[config.mk]
export PLATFORM = sky130hd
export DESIGN_NAME = lut_frac_chain_flat
export DESIGN_NICKNAME = d
export VERILOG_FILES = /design/src/rtl/lut_frac_chain_if.sv /design/src/rtl/lut_frac_chain.sv /design/src/flat_wrapper.sv
export SDC_FILE = /design/constraint.sdc
export NUM_CORES = 1
export LEC_CHECK = 0
export CAP_MARGIN = 30
export CORE_UTILIZATION = 48
export DETAILED_ROUTE_END_ITERATION = 7
export DONT_BUFFER_PORTS = 1
export GPL_TIMING_DRIVEN = 1
export PLACE_DENSITY = 0.73
export SYNTH_ARGS = -nofsm -noshare
export SYNTH_HDL_FRONTEND = slang
export SYNTH_SLANG_ARGS = --single-unit
[constraint.sdc]
create_clock -name clk -period 2 [get_ports clk]
set_clock_uncertainty 0.1 [all_clocks]
set_input_delay 0.1 -clock clk [delete_from_list [all_inputs] [get_ports clk]]
set_output_delay 0.1 -clock clk [all_outputs]
set_load 0.01 [all_outputs]
[src/rtl/lut_frac_chain_if.sv]
// Bus between the CLB input crossbar / config chain and the fracturable LUT.
// master drives address, enables and serial config; slave returns outputs and chain status.
interface lut_frac_chain_if #(
    parameter int INPUTS = 4
);
    logic [2*INPUTS-1:0] addr;
    logic                ce;
    logic [1:0]          out;
    logic                cen;
    logic                config_in;
    logic                config_out;
    logic                cfg_done;

    modport master (
        output addr, ce, cen, config_in,
        input  out, config_out, cfg_done
    );

    modport slave (
        input  addr, ce, cen, config_in,
        output out, config_out, cfg_done
    );
endinterface

[src/rtl/lut_frac_chain.sv]
// Fracturable LUT: one (INPUTS+1)-input LUT or two INPUTS-input LUTs, configured through a
// serial daisy chain with a load counter and optional per-output registers.
module lut_frac_chain #(
    parameter int INPUTS = 4
) (
    input logic              clk,
    input logic              rst_n,
    lut_frac_chain_if.slave  bus
);
    localparam int MEM_SIZE = 2**INPUTS;
    localparam int CFG_BITS = 2*MEM_SIZE + 3;
    localparam int CNT_W    = $clog2(CFG_BITS + 1);
    localparam logic [CNT_W-1:0] CNT_MAX = CNT_W'(CFG_BITS);

    logic [CFG_BITS-1:0]   cfg_p0;
    logic [CNT_W-1:0]      bit_cnt;
    logic                  cen_q;
    logic [1:0]            q_p1;

    logic                  split;
    logic [1:0]            reg_en;
    logic [2*MEM_SIZE-1:0] mem;
    logic [MEM_SIZE-1:0]   lo;
    logic [MEM_SIZE-1:0]   hi;
    logic [INPUTS:0]       idx;
    logic [1:0]            lut_c;

    assign split  = cfg_p0[CFG_BITS-1];
    assign reg_en = cfg_p0[CFG_BITS-2 -: 2];
    assign mem    = cfg_p0[2*MEM_SIZE-1:0];
    assign lo     = mem[MEM_SIZE-1:0];
    assign hi     = mem[2*MEM_SIZE-1 -: MEM_SIZE];
    assign idx    = {bus.addr[INPUTS], bus.addr[INPUTS-1:0]};

    // Stage p0: config shift register and load counter
    always_ff @(posedge clk or negedge rst_n) begin
        if (!rst_n) begin
            cfg_p0  <= '0;
            bit_cnt <= '0;
            cen_q   <= 1'b0;
        end else begin
            cen_q <= bus.cen;
            if (bus.cen) begin
                cfg_p0 <= {cfg_p0[CFG_BITS-2:0], bus.config_in};
                // Counter saturates so a long pass-through shift still reports a full load.
                if (!cen_q)
                    bit_cnt <= CNT_W'(1);
                else if (bit_cnt != CNT_MAX)
                    bit_cnt <= bit_cnt + CNT_W'(1);
            end
        end
    end

    assign bus.config_out = cfg_p0[CFG_BITS-1];
    assign bus.cfg_done   = (bit_cnt == CNT_MAX) & ~bus.cen;

    always_comb begin
        lut_c = {2{mem[idx]}};
        if (split) begin
            lut_c[0] = lo[bus.addr[INPUTS-1:0]];
            lut_c[1] = hi[bus.addr[2*INPUTS-1:INPUTS]];
        end
    end

    // Stage p1: optional output registers; shifting has priority over the user enable
    always_ff @(posedge clk or negedge rst_n) begin
        if (!rst_n) begin
            q_p1 <= 2'b00;
        end else begin
            for (int i = 0; i < 2; i++) begin
                if (reg_en[i] && bus.ce && !bus.cen)
                    q_p1[i] <= lut_c[i];
            end
        end
    end

    assign bus.out = (reg_en & q_p1) | (~reg_en & lut_c & {2{~bus.cen}});
endmodule

[src/flat_wrapper.sv]
// flat-port wrapper written by rule: the top's interface ports become plain ports
module lut_frac_chain_flat 
#(
    parameter int INPUTS = 4
)
  (clk, rst_n, bus_addr, bus_ce, bus_cen, bus_config_in, bus_out, bus_config_out, bus_cfg_done);
  lut_frac_chain_if #(.INPUTS(INPUTS)) bus_i ();
  input logic clk;
  input logic rst_n;
  input wire logic [$bits(bus_i.addr)-1:0] bus_addr;
  input wire logic [$bits(bus_i.ce)-1:0] bus_ce;
  input wire logic [$bits(bus_i.cen)-1:0] bus_cen;
  input wire logic [$bits(bus_i.config_in)-1:0] bus_config_in;
  output wire logic [$bits(bus_i.out)-1:0] bus_out;
  output wire logic [$bits(bus_i.config_out)-1:0] bus_config_out;
  output wire logic [$bits(bus_i.cfg_done)-1:0] bus_cfg_done;
  assign bus_i.addr = bus_addr;
  assign bus_i.ce = bus_ce;
  assign bus_i.cen = bus_cen;
  assign bus_i.config_in = bus_config_in;
  assign bus_out = bus_i.out;
  assign bus_config_out = bus_i.config_out;
  assign bus_cfg_done = bus_i.cfg_done;
  lut_frac_chain #(.INPUTS(INPUTS)) u_core (.clk(clk), .rst_n(rst_n), .bus(bus_i));
endmodule
* After elaboration in Yosys (flattened, before gate mapping)
Index checks and enable logic that the tools add are counted.
Word-level totals: register bits after elaboration 44, latch bits 0, RAM bits 0, ROM bits 0, input bits 13, output and inout port bits 4, logic and storage cells 34, memories 0
Cells by class: add/sub/neg operators 1, multipliers 0, divide/modulo/power cells 0, $lt $le $gt $ge 3, equal/unequal tests 3, shift-type cells 0, mux-type cells 9, bitwise operators 7, reduce and logical (&&, ||, !) cells 6
Operator list (number):
- two-way mux 6 bit | 2
- < comparator 4 x 5 -> 1 bit, second input constant | 2
- binary-select mux 1 bit (select 4 bit) | 2
- adder 6 x 1 -> 6 bit, second input constant | 1
- AND 2 bit | 3
- equality test 6 bit, second input constant | 1
- < comparator 5 x 6 -> 1 bit, second input constant | 1
- != test 6 bit, second input constant | 1
- binary-select mux 1 bit (select 5 bit) | 1
- logical AND 1 bit | 4
- two-way mux 1 bit | 3
- two-way mux 2 bit | 1
- != test 2 bit, second input constant | 1
- inverter 2 bit | 1
- OR 2 bit | 1
- AND reduction 2 bit | 1
- AND 1 bit | 1
- zero test 1 bit | 1
- inverter 1 bit | 1

* Longest topological paths before layout
Gate-level depths: netlist (run 1).
word-level depth 6, mapped depth 6, depth with buffers taken out 6

* Worst setup path before layout (run 1)
Ideal clock, no wire load.
kind register to register, from register u_core.cfg_p0[29], to register u_core.q_p1[1], setup time 133 ps, data arrival time 1756 ps, required time 1767 ps, slack 11 ps, cell stages (with the launch flop) 6, buffers on the path 0, clock period less this slack 1989 ps, cell sequence dfrtp_1 mux4_1 mux4_2 and2_4 a221oi_2 a31oi_1
Between the ends: cells in the longest elaborated chain, start to end 3, elaborated cells between the ends (all ways) 5, classes of those cells mux (5)
Ends and longest elaborated chain:
- from (decl) | line lut_frac_chain.sv:15 | logic [CFG_BITS-1:0] cfg_p0;
- from (signal assigned) | line lut_frac_chain.sv:44 | cfg_p0 <= {cfg_p0[CFG_BITS-2:0], bus.config_in};
- binary-select mux 1 bit (select 5 bit) or binary-select mux 1 bit (select 4 bit) (tied branches) | line lut_frac_chain.sv:58, lut_frac_chain.sv:61
- two-way mux 1 bit (on tied branches) | line lut_frac_chain.sv:58, lut_frac_chain.sv:61
- two-way mux 2 bit (*) | line lut_frac_chain.sv:59 | if (split) begin
- to (signal, indexed assignment) | line lut_frac_chain.sv:72 | q_p1[i] <= lut_c[i];
- to (decl) | line lut_frac_chain.sv:18 | logic [1:0] q_p1;
Every way passes the cells marked *; elsewhere a longest branch is shown, timed or not. The select of a mux whose other input is x is not followed. A chain may end at the register's enable or synchronous reset.

* Worst setup path after layout (run 1)
from register u_core.cfg_p0[25], to output port bus_out[1]
Between the ends: cells in the longest elaborated chain, start to end 6, elaborated cells between the ends (all ways) 8, classes of those cells mux (5); bitwise (3)
Ends and longest elaborated chain:
- binary-select mux 1 bit (select 5 bit) or binary-select mux 1 bit (select 4 bit) (tied branches) | line lut_frac_chain.sv:58, lut_frac_chain.sv:61
- two-way mux 1 bit (on tied branches) | line lut_frac_chain.sv:58, lut_frac_chain.sv:61
- two-way mux 2 bit (*) | line lut_frac_chain.sv:59
- AND 2 bit (*) (2 in series) | line lut_frac_chain.sv:77 | assign bus.out = (reg_en & q_p1) | (~reg_en & lut_c & {2{~bus.cen}});
- OR 2 bit (*) | line lut_frac_chain.sv:77
- to (decl) | line flat_wrapper.sv:14 | output wire logic [$bits(bus_i.out)-1:0] bus_out;
Marked as above.

==> impl_results.md, run 1 <==
* Initial antenna violation count at 0
* H-tree Lvls at 2
* Share of layout cells above drive strength 1 at 0.262
* Wire per inst at between 15 and 20 µm
* Largest net degree at the start of global routing at 45
* Tcrit/Tclk final at 1.19
* Worst-Margin Slew at ~420 ps
* Final Cell Area at about 2600 µm²
* Cell Area, Synth at 2200 µm²
* Total of max-cap violations at 0
* Final Slew Violations at 0
* PortBufs at 0
* CORE AREA at between 4000 and 5000 µm²
* Critical path class: flop to primary output
* Num Clock Sinks at 44
* Fillers at approximately 340
* Cells after Synth at 165
* Number of vias per cell at approximately 6
* Synth Net Count at 179
* Mapped Avg Cell Area at around 13 µm²
* RSZ-0062 raised after global routing: true
* Share of the synthesized area in the top cell type at 0.500
* CTS tree: done
* Residual DRC at 0
* Endpoints failing setup at 3
* Sequential area share after synthesis at 0.500
* Count leader, synth: dfrtp_1
* Clk slew on worst S/H paths at 80 ps
* Post-synth EDFFs at 0
* Async set-or-reset flop fraction in the synthesized netlist at 1.00
* Lkg Pwr at between 1 and 1.5 nW
* Final Hold Viols at 0
* Post-synth top area cell: dfrtp_1
* Violated checks: negative setup slack
* Iteration-0 DRC Markers at 139
* Final Net Count at 200
* Ys Warns at 0
* Max IR drop VDD at between 500 and 600 µV
* Post-route setup slack at -375 ps
* Most used DFF post-synth: dfrtp_1
* Setup tns final at -670 ps
* Crit end category: primary output
* Layout Area Growth over Synthesis at 17.6%
* Slowest stage cell, crit path: mux4_2
* Die ar. at just under 5000 µm²
* CP most frequent cell: mux4_2
* First-pass GRT wire length at around 7900 µm
* Status: finished with violations
* Placed cell areas at ~2300 µm²
* Startpoint types: flop
* Initial Util at 0.502
* Delay of the slowest cell on the worst path at roughly 480 ps
* Tmin final at 2380 ps
* Slew Limit Headroom at 0.719
* Number of global-route vias before repair at 1526
* GRT Resource Usage Total at 0.216
* Detail Route Antenna Nets at 0
* CP required at 1800 ps
* Io pins at 17
* Post-DP HPWL at 2970 µm
* Power per standard cell area at ~1200 nW/µm²
* Die Width at roughly 70 µm
* Routed Wire Length at roughly 4600 µm
* FP Rows at 24
* Top cells by count, synth: 44 x dfrtp_1, 40 x mux2_1, 12 x nand2_1
* Fmax at between 400 and 500 MHz
* Max Root-Sink Buffers at 2
* Via count at ~1400
* Worst path cell trace: mux4_2 > mux4_2 > and2_4 > a221oi_4 > o31ai_2
* Synth unique cells at 32
* Clk_lat worst skew at ~300 ps
* DRT Pass-1 Iters at 4
* GPL Wtd Cong at 0.823
* CP arrival at roughly 2200 ps
* Flops & latches, synth at 44
* Layout Utilization at 0.591
* Chip Height at ~70 µm
* Crit-path max FO at 2
* Antenna cells at 0
* CTS buffer count at 5
* Root Driver: clkbuf_8
* Grt ovf at 0
* Hold Crit Class: input port to flop
* Largest cells by area after synthesis: dfrtp_1 50%, mux2_1 20%, mux4_2 5.1%
==> cell usage in the layout, fill, tap and decap left out, types with 2 or more instances in the layout <==
cell type	n
nand2_1	12
o21ai_1	4
dlygate4sd3_1	3
nand3_1	5
mux2_2	3
o21ai_0	2
nand2b_1	2
a22o_1	3
buf_4	16
nor2b_1	2
inv_1	3
o31ai_2	2
dfrtp_1	44
nor2_1	4
o22ai_1	3
mux2i_1	2
a21oi_1	2
mux4_2	9
o22ai_2	3
clkbuf_8	7
mux2_1	40
o21bai_1	2
==> area by class of cell <==
cell class / count / area [µm²] / share of cell area
timing repair buffer: 21 / 198 / 0.0763
clock buffer: 7 / 96.3 / 0.0372
sequential: 44 / 1100 / 0.425
clock inverter: 1 / 30.0 / 0.0116
inverter: 4 / 15.0 / 0.00580
multi-input combinational: 110 / 1080 / 0.419
tap: 52 / 65.1 / 0.0251
==> report_power, final <==
| part | switching, mW | leakage, nW | internal (mW) |
|---|---|---|---|
| registers | 0.201 | 0.557 | 1.16 |
| clock network | 0.303 | 0.0645 | 0.441 |
| logic | 0.343 | 0.537 | 0.542 |
| total | 0.846 | 1.16 | 2.14 |
==> what timing repair did <==
item / CTS / global route
hold buffers: 5 / 0
gates resized for setup: 11 / 1
setup buffers: 2 / 0
pin swaps: 1 / 0
hold endpoints to repair: 88 / 0
setup endpoints to repair: 4 / 4
==> logic make-up (layout without fill, tap and decap cells) <==
logic type | Yosys count | in the layout | synth area share
simple gates | 30 | 30 | 0.0653
compound gates | 25 | 25 | 0.0784
fa+ha+maj | 1 | 1 | 0.00568
buf+inv | 11 | 33 | 0.0227
flops | 44 | 44 | 0.500
mux | 54 | 54 | 0.328
==> sequential cells by signal (all words and copies together), names as in the netlist <==
signal          cells
u_core.q_p1         2
u_core.cen_q        1
u_core.cfg_p0      35
u_core.bit_cnt      6
==> worst max-delay path: cells and delay by family, from the launching register on <==
family / cells / cell delay (ps)
AOI/OAI and AO/OA: 2 / 350
and+or+nand+nor: 1 / 180
muxes: 2 / 940
DFF: 1 / 410
==> worst paths after layout <==
check                      slack, ps              start  cells past startpoint                 to
hold / removal                    10            bus_cen                      3  u_core.bit_cnt[2]
setup reg to reg                 -90  u_core.cfg_p0[25]                      5     u_core.q_p1[1]
max in group asynchronous       1390              rst_n                      2  u_core.cfg_p0[12]
min in group asynchronous        200              rst_n                      2  u_core.cfg_p0[23]
hold reg to reg                  400     u_core.q_p1[0]                      2     u_core.q_p1[0]
setup / recovery                -380  u_core.cfg_p0[25]                      5         bus_out[1]
==> metrics by stage <==
stage | power, mW | cells | hold WS (ps) | setup slack (ps)
after global placement | 2.05 | 224 | -295 | -73.6
after detailed placement | 2.12 | 224 | -295 | -100
after CTS | 2.99 | 239 | 7.01 | -346
after floorplan | 1.80 | 165 | -296 | 10.8
after global routing | 3.15 | 239 | 36.2 | -458
final | 2.99 | 239 | 12.9 | -375
==> per-layer routing <==
metal  part of all wire  GRT usage  up-vias
met2               0.49      0.342       45
met1               0.45      0.283      728
met3              0.042     0.0581       10
li1                   -          -      657
met5                  0          0        -
met4              0.020     0.0867        0
(Power assumes the default switching activity.)
==> run 2, diff against run 1 <==
--- a/config.mk
+++ b/config.mk
@@ -7,6 +7,7 @@
 export LEC_CHECK = 0
 export CAP_MARGIN = 30
 export CORE_UTILIZATION = 48
+export CTS_BUF_LIST = sky130_fd_sc_hd__clkbuf_16
 export DETAILED_ROUTE_END_ITERATION = 7
 export DONT_BUFFER_PORTS = 1
 export GPL_TIMING_DRIVEN = 1
==> run 2 against run 1 <==
Against the previous run: the flow still finishes with violations (negative setup slack); sequential share of layout area is 0.81 points lower; global-route usage is 0.094 points lower; die area stayed put; critical path depth stayed put; sequential power hardly changed; worst setup slack better by 32 ps; combinational power is 2% higher; hold slack better by 3.2 ps; via count is 0.42% lower; register-to-register slack worse by 20 ps; maximum frequency is 1.4% higher; non-clock buffer count is 1 higher; critical path type unchanged; critical endpoint unchanged.
==> impl_results.md, run 2 (synthesized netlist as in run 1, its figures left out) <==
* Chip Height at 69.7 µm (unchanged)
* Routed Wire Length at 4580 µm (-1.1%)
* Int Pwr at 2.29 mW (+7.0%)
* CTS tree: done
* Wire per inst at 19.1 µm (-1.5%)
* Setup slack, reg-to-reg at -110 ps (-20 ps)
* Status: finished with violations
* Worst r2r path cells at 5 (unchanged)
* Power share of the clock group at 0.287 (+0.038)
* Endpoints failing setup at 3 (unchanged)
* CORE AREA at 4380 µm² (unchanged)
* Hold Path End: u_core.q_p1[1]
* Tmin final at 2340 ps (-32.4 ps)
* Post-route setup slack at -343 ps (+32.4 ps)
* Fillers at 335 (-1.8%)
* Worst hold path depth at 2 (-1)
* Placed cell areas at 2340 µm² (unchanged)
* Clk slew on worst S/H paths at 60 ps (-20 ps)
* Critical path class: flop to primary output
* First-pass GRT wire length at 7940 µm (unchanged)
* Final Net Count at 201 (+0.50%)
* Post-DP HPWL at 2970 µm (unchanged)
* Reg2reg end: u_core.q_p1[1]
* Power per standard cell area at 1200 nW/µm² (+3.8%)
* Lkg Pwr at 1.18 nW (+1.9%)
* Crit end category: primary output
* CP bufs+invs at 0 (unchanged)
* Via count at 1434 (-0.42%)
* GRT Resource Usage Total at 0.215 (-0.000942)
* Total of max-cap violations at 0 (unchanged)
* CP arrival at 2140 ps (-40 ps)
* Initial Util at 0.502 (unchanged)
* Worst-Margin Slew at 369 ps (-52.2 ps)
* Seq pwr share at 0.429 (-0.026)
* GPL Wtd Cong at 0.823 (unchanged)
* Largest register FFs at 35 (unchanged)
* Net Sw Frac at 0.275 (-0.00860)
* Most common cell after layout, fill and taps aside: dfrtp_1
* Initial antenna violation count at 0 (unchanged)
* Layout Utilization at 0.602 (+0.0114)
* Power Total at 3.16 mW (+5.8%)
* Final Cell Area at 2640 µm² (+1.9%)
* H-tree Lvls at 2 (unchanged)
* Worst path cell trace: mux4_2 > mux4_2 > and2_4 > a221oi_4 > o31ai_4
* Origin of the critical flop-to-flop path: u_core.cfg_p0[31]
* Setup tns final at -604 ps (+66.0 ps)
* Detail Route Antenna Nets at 0 (unchanged)
* Comb power frac at 0.284 (-0.012)
* Iteration-0 DRC Markers at 84 (-40%)
* Tcrit/Tclk final at 1.17 (-0.0162)
* Pre-CTS setup slack at -100 ps (unchanged)
* RSZ-0062 raised after global routing: true
* Io pins at 17 (unchanged)
* Number of global-route vias before repair at 1577 (+3.3%)
* Die Width at 69.7 µm (unchanged)
* Max Root-Sink Buffers at 2 (unchanged)
* CP required at 1800 ps (about the same)
* Fmax at 427 MHz (+1.4%)
* Final Slew Violations at 0 (unchanged)
* Slowest stage cell, crit path: mux4_2
* Max IR drop VDD at 555 µV (-3.0%)
* Slew Limit Headroom at 0.754 (+0.0348)
* Sw power at 868 µW (+2.6%)
* Root Driver: clkbuf_16
* Number of vias per cell at 5.98 (-0.83%)
* Clk_lat worst skew at 290 ps (about the same)
* Num Clock Sinks at 44 (unchanged)
* Residual DRC at 0 (unchanged)
* Largest regs: u_core.cfg_p0: 35 flops, u_core.bit_cnt: 6 flops, u_core.q_p1: 2 flops
* Layout Area Growth over Synthesis at 19.9%
* Crit-path max FO at 2 (unchanged)
* Die ar. at 4860 µm² (unchanged)
* DRT Pass-1 Iters at 4 (unchanged)
* Most frequent cells in the layout: 44 x dfrtp_1, 40 x mux2_1, 17 x buf_4, 12 x nand2_1, 9 x mux4_2
* Antenna cells at 0 (unchanged)
* Violated checks: negative setup slack
* CP most frequent cell: mux4_2
* Share of layout cells above drive strength 1 at 0.250 (-0.0120)
* FP Rows at 24 (unchanged)
* Largest net degree at the start of global routing at 45 (unchanged)
* Reg with most FFs: u_core.cfg_p0
* Final Hold Viols at 0 (unchanged)
* Grt ovf at 0 (unchanged)
* PortBufs at 0 (unchanged)
* Hold Crit Class: input port to flop
* Startpoint types: flop
* CTS buffer count at 5 (unchanged)
* Hold wc startpoint: bus_ce
* Delay of the slowest cell on the worst path at 480 ps (about the same)
* Worst path top cell family by delay: multiplexers
==> run 2: cell count changes in the layout (fill, tap and decap cells not counted) <==
cell,previous run,this run
clkbuf_16,0,5
nor2_2,1,0
nor2_1,4,5
clkbuf_8,7,0
buf_4,16,17
o31ai_4,0,1
o31ai_2,2,1
clkinv_1,0,2
==> run 2: metal layers <==
| layer | vias up | GRT usage | part of all wire |
|---|---|---|---|
| met3 | 6 | 0.0669 | 0.042 |
| li1 | 668 | - | - |
| met5 | - | 0 | 0 |
| met1 | 733 | 0.287 | 0.46 |
| met2 | 27 | 0.339 | 0.48 |
| met4 | 0 | 0.0644 | 0.015 |
==> run 2: cell type report <==
| cell class | count | area, µm² | area share |
|---|---|---|---|
| Tap cell | 52 | 65.1 | 0.0246 |
| Multi-Input combinational cell | 110 | 1090 | 0.413 |
| Timing Repair Buffer | 22 | 205 | 0.0777 |
| Clock buffer | 5 | 125 | 0.0474 |
| Sequential cell | 44 | 1100 | 0.417 |
| Clock inverter | 3 | 37.5 | 0.0142 |
| Inverter | 4 | 15.0 | 0.00569 |
==> run 2: repair_timing <==
action	CTS	global route
hold buffers	5	0
pin swaps	2	2
endpoints found under the setup margin	3	5
setup buffers	3	0
gates resized for setup	9	3
endpoints found under the hold margin	88	0
==> run 2: metrics by stage <==
step / hold slack (ps) / instances
after floorplan: -296 / 165
final: 16.1 / 240
after CTS: 31.3 / 240
after detailed placement: -295 / 224
after global placement: -295 / 224
after global routing: 53.9 / 240
==> run 2: worst max path at each step <==
| stage | startpoint | end | cells after the start |
|---|---|---|---|
| finish | u_core.cfg_p0[31] | bus_out[1] | 5 |
| global route | u_core.cfg_p0[31] | bus_out[1] | 5 |
| CTS | u_core.cfg_p0[27] | bus_out[1] | 5 |
| detailed placement | u_core.cfg_p0[25] | u_core.q_p1[1] | 5 |
| global placement | u_core.cfg_p0[21] | bus_out[1] | 5 |
| floorplan | u_core.cfg_p0[29] | bus_out[1] | 5 |
==> run 2: power by group through the flow <==
stage	Sequential [mW]	Combinational (mW)	Clock [mW]
floorplan	1.32	0.486	0
global placement	1.33	0.719	0
detailed placement	1.37	0.750	0
CTS	1.35	0.897	0.915
global route	1.39	0.981	0.959
finish	1.36	0.899	0.906
